$ cat src/rtl/rc5_key_expand.sv
// RC5-16/r/16 key-schedule engine: expands a 128-bit user key into S[0..t-1], one init or mix step per cycle.
// s_rdata is an asynchronous read of the finished table, gated to zero until ready and beyond t.
module rc5_key_expand #(
  parameter int          W    = 16,
  parameter int          C    = 8,
  parameter int          TMAX = 32,
  parameter logic [15:0] P    = 16'hB7E1,
  parameter logic [15:0] Q    = 16'h9E37
) (
  input  logic         clk,
  input  logic         rst,
  input  logic         start,
  input  logic [3:0]   num_rounds,
  input  logic [127:0] key,
  output logic         busy,
  output logic         done,
  output logic         ready,
  input  logic [4:0]   s_raddr,
  output logic [15:0]  s_rdata
);

  typedef enum logic [1:0] {IDLE, INIT, MIX, DONE} state_e;

  state_e         state_q, state_d;
  logic [W-1:0]   s_q [TMAX];
  logic [W-1:0]   l_q [C];
  logic [5:0]     t_q, t_d;
  logic [4:0]     i_q, i_d;
  logic [2:0]     j_q, j_d;
  logic [W-1:0]   a_q, a_d;
  logic [W-1:0]   b_q, b_d;
  logic [6:0]     step_q, step_d;
  logic           ready_q, ready_d;

  logic           s_we, l_we, l_load;
  logic [W-1:0]   s_wdat;
  logic [W-1:0]   init_val;
  logic [W-1:0]   a_new, b_new, ab_sum;
  logic [5:0]     i_next;
  logic [6:0]     n_cnt, n_last;

  // Rotate via a doubled word so a shift of 0 needs no special case.
  function automatic logic [W-1:0] rotl(input logic [W-1:0] x, input logic [3:0] sh);
    logic [2*W-1:0] d;
    d = {x, x} << sh;
    return d[2*W-1:W];
  endfunction

  assign init_val = P + ({{(W-5){1'b0}}, i_q} * Q);
  assign a_new    = rotl(s_q[i_q] + a_q + b_q, 4'd3);
  assign ab_sum   = a_new + b_q;
  assign b_new    = rotl(l_q[j_q] + a_new + b_q, ab_sum[3:0]);
  assign i_next   = {1'b0, i_q} + 6'd1;

  // Mix length is 3*max(t,8); t never exceeds 32 so 7 bits suffice.
  assign n_cnt  = (t_q < 6'd8) ? 7'd24 : ({1'b0, t_q} + {t_q, 1'b0});
  assign n_last = n_cnt - 7'd1;

  always_comb begin
    state_d = state_q;
    t_d     = t_q;
    i_d     = i_q;
    j_d     = j_q;
    a_d     = a_q;
    b_d     = b_q;
    step_d  = step_q;
    ready_d = ready_q;
    s_we    = 1'b0;
    s_wdat  = init_val;
    l_we    = 1'b0;
    l_load  = 1'b0;
    busy    = 1'b0;
    done    = 1'b0;
    case (state_q)
      IDLE: begin
        if (start) begin
          l_load  = 1'b1;
          t_d     = {1'b0, num_rounds, 1'b0} + 6'd2;
          i_d     = 5'd0;
          a_d     = '0;
          b_d     = '0;
          ready_d = 1'b0;
          state_d = INIT;
        end
      end
      INIT: begin
        busy   = 1'b1;
        s_we   = 1'b1;
        s_wdat = init_val;
        if (i_next == t_q) begin
          i_d     = 5'd0;
          j_d     = 3'd0;
          step_d  = 7'd0;
          state_d = MIX;
        end else begin
          i_d = i_q + 5'd1;
        end
      end
      MIX: begin
        busy   = 1'b1;
        s_we   = 1'b1;
        s_wdat = a_new;
        l_we   = 1'b1;
        a_d    = a_new;
        b_d    = b_new;
        i_d    = (i_next == t_q) ? 5'd0 : i_q + 5'd1;
        j_d    = j_q + 3'd1;
        step_d = step_q + 7'd1;
        if (step_q == n_last) begin
          state_d = DONE;
        end
      end
      DONE: begin
        done    = 1'b1;
        ready_d = 1'b1;
        state_d = IDLE;
      end
      default: state_d = IDLE;
    endcase
  end

  always_ff @(posedge clk) begin
    if (!rst) begin
      state_q <= IDLE;
      t_q     <= 6'd0;
      i_q     <= 5'd0;
      j_q     <= 3'd0;
      a_q     <= '0;
      b_q     <= '0;
      step_q  <= 7'd0;
      ready_q <= 1'b0;
    end else begin
      state_q <= state_d;
      t_q     <= t_d;
      i_q     <= i_d;
      j_q     <= j_d;
      a_q     <= a_d;
      b_q     <= b_d;
      step_q  <= step_d;
      ready_q <= ready_d;
    end
  end

  // Table storage carries no reset; reads are masked by ready instead.
  always_ff @(posedge clk) begin
    if (s_we) begin
      s_q[i_q] <= s_wdat;
    end
  end

  always_ff @(posedge clk) begin
    if (l_load) begin
      for (int n = 0; n < C; n++) begin
        l_q[n] <= key[W*n +: W];
      end
    end else if (l_we) begin
      l_q[j_q] <= b_new;
    end
  end

  assign ready   = ready_q;
  assign s_rdata = (ready_q && ({1'b0, s_raddr} < t_q)) ? s_q[s_raddr] : 16'h0000;

endmodule

$ cat config.mk
export PLATFORM = sky130hd
export DESIGN_NAME = rc5_key_expand
export DESIGN_NICKNAME = d
export VERILOG_FILES = /design/src/rtl/rc5_key_expand.sv
export SDC_FILE = /design/constraint.sdc
export NUM_CORES = 1
export LEC_CHECK = 0
export CORE_MARGIN = 2
export CORE_UTILIZATION = 45
export DETAILED_ROUTE_END_ITERATION = 16
export PLACE_DENSITY = 0.71
export RECOVER_POWER = 50
export SYNTH_ARGS = -nofsm -noshare
export SYNTH_HDL_FRONTEND = slang
export SYNTH_SLANG_ARGS = --single-unit
export TNS_END_PERCENT = 50
$ cat constraint.sdc
create_clock -name clk -period 23.9 [get_ports clk]
set_clock_uncertainty 0.05 [all_clocks]
set_input_delay 4.78 -clock clk [delete_from_list [all_inputs] [get_ports clk]]
set_output_delay 4.78 -clock clk [all_outputs]
set_load 0.005 [all_outputs]
# After elaboration in Yosys (flattened, before gate mapping)
# Memories as Yosys holds them, arrays and structs flattened. A register that Yosys moved wholly into a read port is not among the register bits.
# Cells that the tools add are included.
# word_totals
reg_bits	56
latchBits	0
ramBits	640
romBits	0
inputBits	140
out_inout_bits	19
wordCells	87
n_memories	2
# mem_list
name	depth	width	read_ports	rd_clocked_by_memory_dff	wr	line	text
s_q	32	16	2	1	1	25	logic [W-1:0] s_q [TMAX];
l_q	8	16	1	1	8	26	logic [W-1:0] l_q [C];
# op_classes
addsub	13
n_mul	1
div	0
magnitude_cmp	2
eq_ne	8
n_shift	1
n_mux	38
bitwise_logic	0
n_reduce_logical	14
# ops
operator	count
adder 16 bit	4
2-to-1 mux 16 bit	4
case mux 16 bit (2 select lines)	2
left shift 32 x 4 -> 32 bit	1
2-to-1 mux 5 bit	4
adder 16 bit, first input constant	1
multiplier 5 x 16 -> 16 bit, second input constant	1
OR reduction 16 bit	1
2-to-1 mux 1 bit	14
2-to-1 mux 7 bit	2
case mux 7 bit (2 select lines)	1
2-to-1 mux 3 bit	4
case mux 5 bit (2 select lines)	1
AND reduction 2 bit	5
case mux 2 bit (4 select lines)	1
nonzero test 2 bit	4
adder 6 x 7 -> 7 bit	1
adder 7 x 1 -> 7 bit, second input constant	1
== test 7 bit	1
subtractor 7 x 1 -> 7 bit, second input constant	1
adder 5 x 1 -> 6 bit, second input constant	1
adder 5 x 2 -> 6 bit, second input constant	1
== test 6 bit	1
less-than comparator 5 x 6 -> 1 bit	1
14 further kinds	19

# Depth between registers and ports, before layout
# Gate-level depths: netlist of run 1.
# logic_depth
ltp_word	7
mapped_depth	32
depth_no_buf	29

# Worst setup path after synthesis of run 1
# No wires, ideal clock.
# synth_path
path_kind	input to output
startpoint	input port s_raddr[0]
endpoint	output port s_rdata[11]
t_arrival_ns	7.026
setup_slack_ns	12.044
path_stages	6
path_cell_list	clkbuf_1 -> buf_1 -> mux4_2 -> mux4_2 -> mux2i_1 -> nor2_1
# synth_via
elab_chain_cells	3
word_cells_on_any_way	4
# synth_lines
element	line	text
start: declaration	18	input logic [4:0] s_raddr,
branches (longest 2 deep; another with memory (32 x 16 bit))	n/a	
2-to-1 mux 16 bit (*)	162	assign s_rdata = (ready_q && ({1'b0, s_raddr} < t_q)) ? s_q[s_raddr] : 16'h0000;
end: declaration	19	output logic [15:0] s_rdata
# Every way passes the cells marked *.

==> results of run 1 <==
## per-stage QoR
stage / utilization [%] / hold WS (ps)
3_3_place_gp: 49.2 / 388
3_5_place_dp: 49.2 / 393
4_1_cts: 52.4 / 409
6_report: 52.1 / 411
2_1_floorplan: - / 375
5_1_grt: 52.1 / 432
## cell families (layout without fill, tap and decap cells)
kind of cell | after synthesis | after routing | synth area share (%)
compound gates | 350 | 350 | 6.06
buf+inv | 268 | 451 | 2.68
mux | 445 | 445 | 23.8
xor+xnor | 76 | 76 | 1.81
simple gates | 474 | 474 | 5.65
fa+ha+maj | 137 | 137 | 5.50
flops | 703 | 703 | 54.5
## worst reg2reg max path: stages, from the launching register on
cell and delay [ps]:
dfxtp_1 1840, clkbuf_1 2780, mux4_2 840, mux4_2 520, mux2i_1 410, fa_1 490, inv_1 60, ha_1 270
a21o_1 210, a21oi_1 380, o21ai_0 160, a211oi_1 470, o21bai_1 110, a21oi_1 280, xor2_1 430, inv_1 140
fa_1 500, inv_1 70, fa_1 420, a211oi_1 510, o21ai_2 150, a211oi_2 420, xnor2_1 320, nor2_1 150
a2111oi_0 420, a211oi_1 130, a21oi_1 900, o21ai_0 250
## final timing paths
kind / startpoint / end / cells past startpoint
worst min-delay path: b_q[5] / b_q[5] / 2
worst min register to register: b_q[5] / b_q[5] / 2
worst max register to register: flip-flop / l_q[2][7] / 27
worst max-delay path: flip-flop / l_q[2][7] / 27
## flip-flops by register name, indices dropped and copies added, names as in the netlist, named ones only
| signal | cells |
|---|---|
| s_q | 512 |
| l_q | 128 |
| a_q | 16 |
| b_q | 16 |
| step_q | 7 |
| i_q | 5 |
| t_q | 5 |
| j_q | 3 |
| state_q | 2 |
| ready | 1 |
## routing by layer
metal	routed length, um	vias to the layer above	global-route usage (%)
li1	-	9930	-
met4	5550	0	12.1
met3	10300	294	4.84
met2	51800	1457	40.4
met5	0	-	0
met1	40700	12100	33.3
## cell usage in the layout (no fill, tap or decap), drive strengths merged, types with 11 or more instances in the layout
master / count
buf: 35
inv: 113
a22oi: 13
nor2: 123
fa: 47
clkinv: 37
clkbuf: 94
nor2b: 22
nor4: 18
o21ai: 165
dfxtp: 63
edfxtp: 640
xnor2: 49
xor2: 26
nand3: 24
mux2i: 70
a211oi: 13
nand2b: 11
mux4: 357
a21o: 19
a21oi: 62
mux2: 18
clkdlybuf4s50: 153
nand2: 210
ha: 90
and2: 20
bufinv: 12
## cell type report
cell class                      count  area [sq um]  share of cell area, %
Multi-Input combinational cell   1482         16200                   37.7
Sequential cell                   703         20500                   47.7
Clock buffer                       85          1940                   4.51
Tap cell                         1070          1340                   3.12
Timing Repair Buffer              198          1840                   4.29
Inverter                          113           424                  0.988
Clock inverter                     55           717                   1.67
==> impl_metrics.yaml, run 1 <==
run_status:
  outcome: "complete, but fails checks"
  violations: "capacitance limit, slew limit"
floorplanning:
  die-width_um: 293
  io_pins: 159
  start_util_pct: 45.6
  die_h_um: 293
  rows: 105
  die-area_sq_um: 85900
  core_area_sq_um: 82400
layout:
  final_area_sq_um: 42900
  nets: 2851
  drive_gt1_share_pct: 22.3
  fill_cells: 6541
  area_growth_pct: 14.2
  layout.cells.non_filler: 3706
  antenna_cells: 0
global_route:
  antenna_found_initial: 1
  overflow: 0
  grt_pass1_vias: 24100
  grt_pass1_wl_mm: 159
  grt_util_all_layers_pct: 25.2
  grt_max_degree: 80
clock_network:
  postCtsSetupBuffers: 0
  cts_resized: 0
  cts_hold_buf: 0
  clock_latency_ps: 650
  cts_max_path_buffers: 3
  clkTransAtPathRegs_ps: 70
  cts-root-buf: "clkbuf_16"
  clock-sinks: 703
  cts_buffers: 76
  htreeDepth: 3
  cts_tree: "built"
sta:
  hold_viol: 0
  fin_crit_sh_pct: 58.5
  rsz0062_at_grt: "no"
  slew_violations: 658
  timing.final.ws_setup_ps: 9910
  slew_headroom_pct: -151
  setup_tns_ps: 0
  finalSetupViolCount: 0
  fin_crit_ps: 13990
  fmax_mhz: 71.5
  worst_slew_pin_slew_ps: 3770
synth:
  synthTopCellsByCount: "edfxtp_1, mux4_2, nand2_1"
  avgSynthCellArea_sq_um: 15.3
  yosysWarnings: 0
  yosys.cell_types.count: 76
  async_reset_ff_share_pct: 0
  yosysTopAreaCell: "edfxtp_1"
  ys_dominant_reg_cell: "edfxtp_1"
  ys_top_cells_by_area: "edfxtp_1, mux4_2, dfxtp_1"
  synth_edf_count: 640
  yosysSeqAreaShare_pct: 54.5
  syn_inst: 2453
  synth_seq_cells: 703
  syn_area_sq_um: 37600
  yosysTopAreaCellShare_pct: 51.1
  syn-num-nets: 2730
  synth_most_common_cell: "edfxtp_1"
placed_design:
  dpl_cell_area_sq_um: 40500
  placed_cells: 3566
  pre_cts_ws_ps: 10340
  portBuffers: 158
  gp_congestion: 0.916
  hpwl_mm: 66.4
critical_path:
  cp_max_fo: 44
  cp_slowest_cell: "clkbuf_1"
  critPathBufInv: 4
  cp-start-kind: "flip-flop"
  arrival_ps: 14260
  rrSetupSlack_ps: 9910
  endpoint_kind: "flip-flop"
  critical-path-top-delay-family: "compound AO/OA/AOI/OAI gates"
  critical_path_class: "reg -> reg"
  slowest_delay_ps: 2750
  worstPathRequired_ps: 24170
route:
  via_per_inst: 6.43
  drt-pass1-iter-count: 6
  vias: 23800
  detail_route.iter0.violations: 2708
  drc: 0
  drt_wl_total_mm: 108
  detail_route.wl_per_cell_um: 29.2
  ant_nets: 0
run:
  maxCapViolations: 34
worst_hold_path:
  hp-class: "reg -> reg"
Power of run 1 is not shown: default switching activity piles up to over one toggle a cycle in this logic, so the estimate is an artifact.
==> inputs of run 2 (changes only) <==
PLACE_DENSITY = 0.73   (was 0.71)
clock period = 11.3 ns   (was 23.9 ns; I/O delays follow)
==> run 2 against run 1 <==
The flow still finishes with violations (capacitance limit, slew limit). Sequential cell count unchanged. Cell area decreased by 0.36%. Global-route usage increased by 0.57 points. Fmax increased by 43%.
==> impl_metrics.yaml, run 2 (synthesized netlist as in run 1, its figures left out) <==
worst_hold_path:
  hp-class: "reg -> reg"
sta:
  setup_tns_ps: 0
  worst_slew_pin_slew_ps: 3280
  finalSetupViolCount: 0
  slew_violations: 544
  hold_viol: 0
  rsz0062_at_grt: "no"
  fmax_mhz: 103
  timing.final.ws_setup_ps: 1550
  slew_headroom_pct: -119
  fin_crit_sh_pct: 86.3
  fin_crit_ps: 9750
floorplanning:
  rows: 105
  die-area_sq_um: 85900
  die_h_um: 293
  core_area_sq_um: 82400
  io_pins: 159
  die-width_um: 293
  start_util_pct: 45.6
critical_path:
  crit_top_cell: "fa_1"
  cp_slowest_cell: "dfxtp_4"
  cp-start-kind: "flip-flop"
  cp-endpoint: "l_q[6][7]"
  endpoint_kind: "flip-flop"
  slowest_delay_ps: 830
  cp_max_fo: 47
  rrSetupSlack_ps: 1550
  reg2regPathDepth: 29
  rr_endpoint: "l_q[6][7]"
  critical_path_class: "reg -> reg"
  arrival_ps: 10040
  worstPathRequired_ps: 11580
global_route:
  overflow: 0
  grt_pass1_vias: 24600
  grt_pass1_wl_mm: 162
  antenna_found_initial: 4
  grt_util_all_layers_pct: 25.8
  grt_max_degree: 69
run_status:
  outcome: "complete, but fails checks"
  violations: "capacitance limit, slew limit"
clock_network:
  cts_resized: 0
  clock_latency_ps: 640
  clkTransAtPathRegs_ps: 60
  postCtsSetupBuffers: 0
  cts_buffers: 75
  clock-sinks: 703
  htreeDepth: 3
  cts_tree: "built"
  cts_max_path_buffers: 3
  cts-root-buf: "clkbuf_16"
  cts_hold_buf: 0
layout:
  drive_gt1_share_pct: 22.2
  largestRegisters: "s_q x512, l_q x128"
  antenna_cells: 0
  nets: 2858
  layout_common_cells: "edfxtp_1, mux4_2, nand2_1"
  largest_reg_flops: 512
  fill_cells: 6536
  final_common_cell: "edfxtp_1"
  area_growth_pct: 13.8
  top_register: "s_q"
placed_design:
  gp_congestion: 0.952
  hpwl_mm: 69.0
  pre_cts_ws_ps: 1920
  portBuffers: 158
route:
  drt_wl_total_mm: 111
  detail_route.wl_per_cell_um: 30.0
  drc: 0
  via_per_inst: 6.54
  detail_route.iter0.violations: 3226
  drt-pass1-iter-count: 6
  vias: 24200
  ant_nets: 0
run:
  maxCapViolations: 32
run 2: final cells by class:
| type | instances | area (sq um) | area share [%] |
|---|---|---|---|
| clock buffers | 89 | 1970 | 4.61 |
| multi-input cells | 1482 | 16200 | 37.9 |
| inverters | 113 | 424 | 0.992 |
| well taps | 1070 | 1340 | 3.13 |
| repair buffers | 206 | 1960 | 4.57 |
| clock inverters | 43 | 398 | 0.930 |
| flip-flops and latches | 703 | 20500 | 47.9 |
run 2: worst min-delay path by stage:
| stage | startpoint | end | slack (ps) | depth (start not counted) |
|---|---|---|---|---|
| floorplan | a_q[1] | a_q[1] | 380 | 2 |
| global placement | b_q[10] | b_q[10] | 400 | 2 |
| detailed placement | b_q[10] | b_q[10] | 400 | 2 |
| CTS | b_q[5] | b_q[5] | 420 | 2 |
| global route | b_q[10] | b_q[10] | 450 | 2 |
| finish | b_q[5] | b_q[5] | 420 | 2 |
run 2: layer usage:
metal	global-route usage [%]	share of wire (%)	vias to the layer above
met5	0	0.011	-
met4	11.6	5.0	2
met3	5.73	11	294
met2	41.1	48	1601
met1	34.0	37	12400
li1	-	-	9916
run 2: worst max-delay path, delay by kind of cell (launching register included):
kind,cells,cell delay (ps)
compound gates,13,3710
xor+xnor,2,530
fa+ha+maj,5,1750
buf+inv,4,1040
flops,1,830
mux,3,1280
simple gates,2,190
run 2: per-stage QoR:
| step | std cells | area (sq um) | hold slack [ps] | utilization, % |
|---|---|---|---|---|
| 2_1_floorplan | 2453 | 37600 | 375 | - |
| 3_3_place_gp | 3574 | 40600 | 397 | 49.3 |
| 3_5_place_dp | 3574 | 40600 | 399 | 49.3 |
| 4_1_cts | 3706 | 43000 | 422 | 52.2 |
| 5_1_grt | 3706 | 42800 | 453 | 51.9 |
| 6_report | 3706 | 42800 | 416 | 51.9 |
Power of run 2 is left out for the same reason.
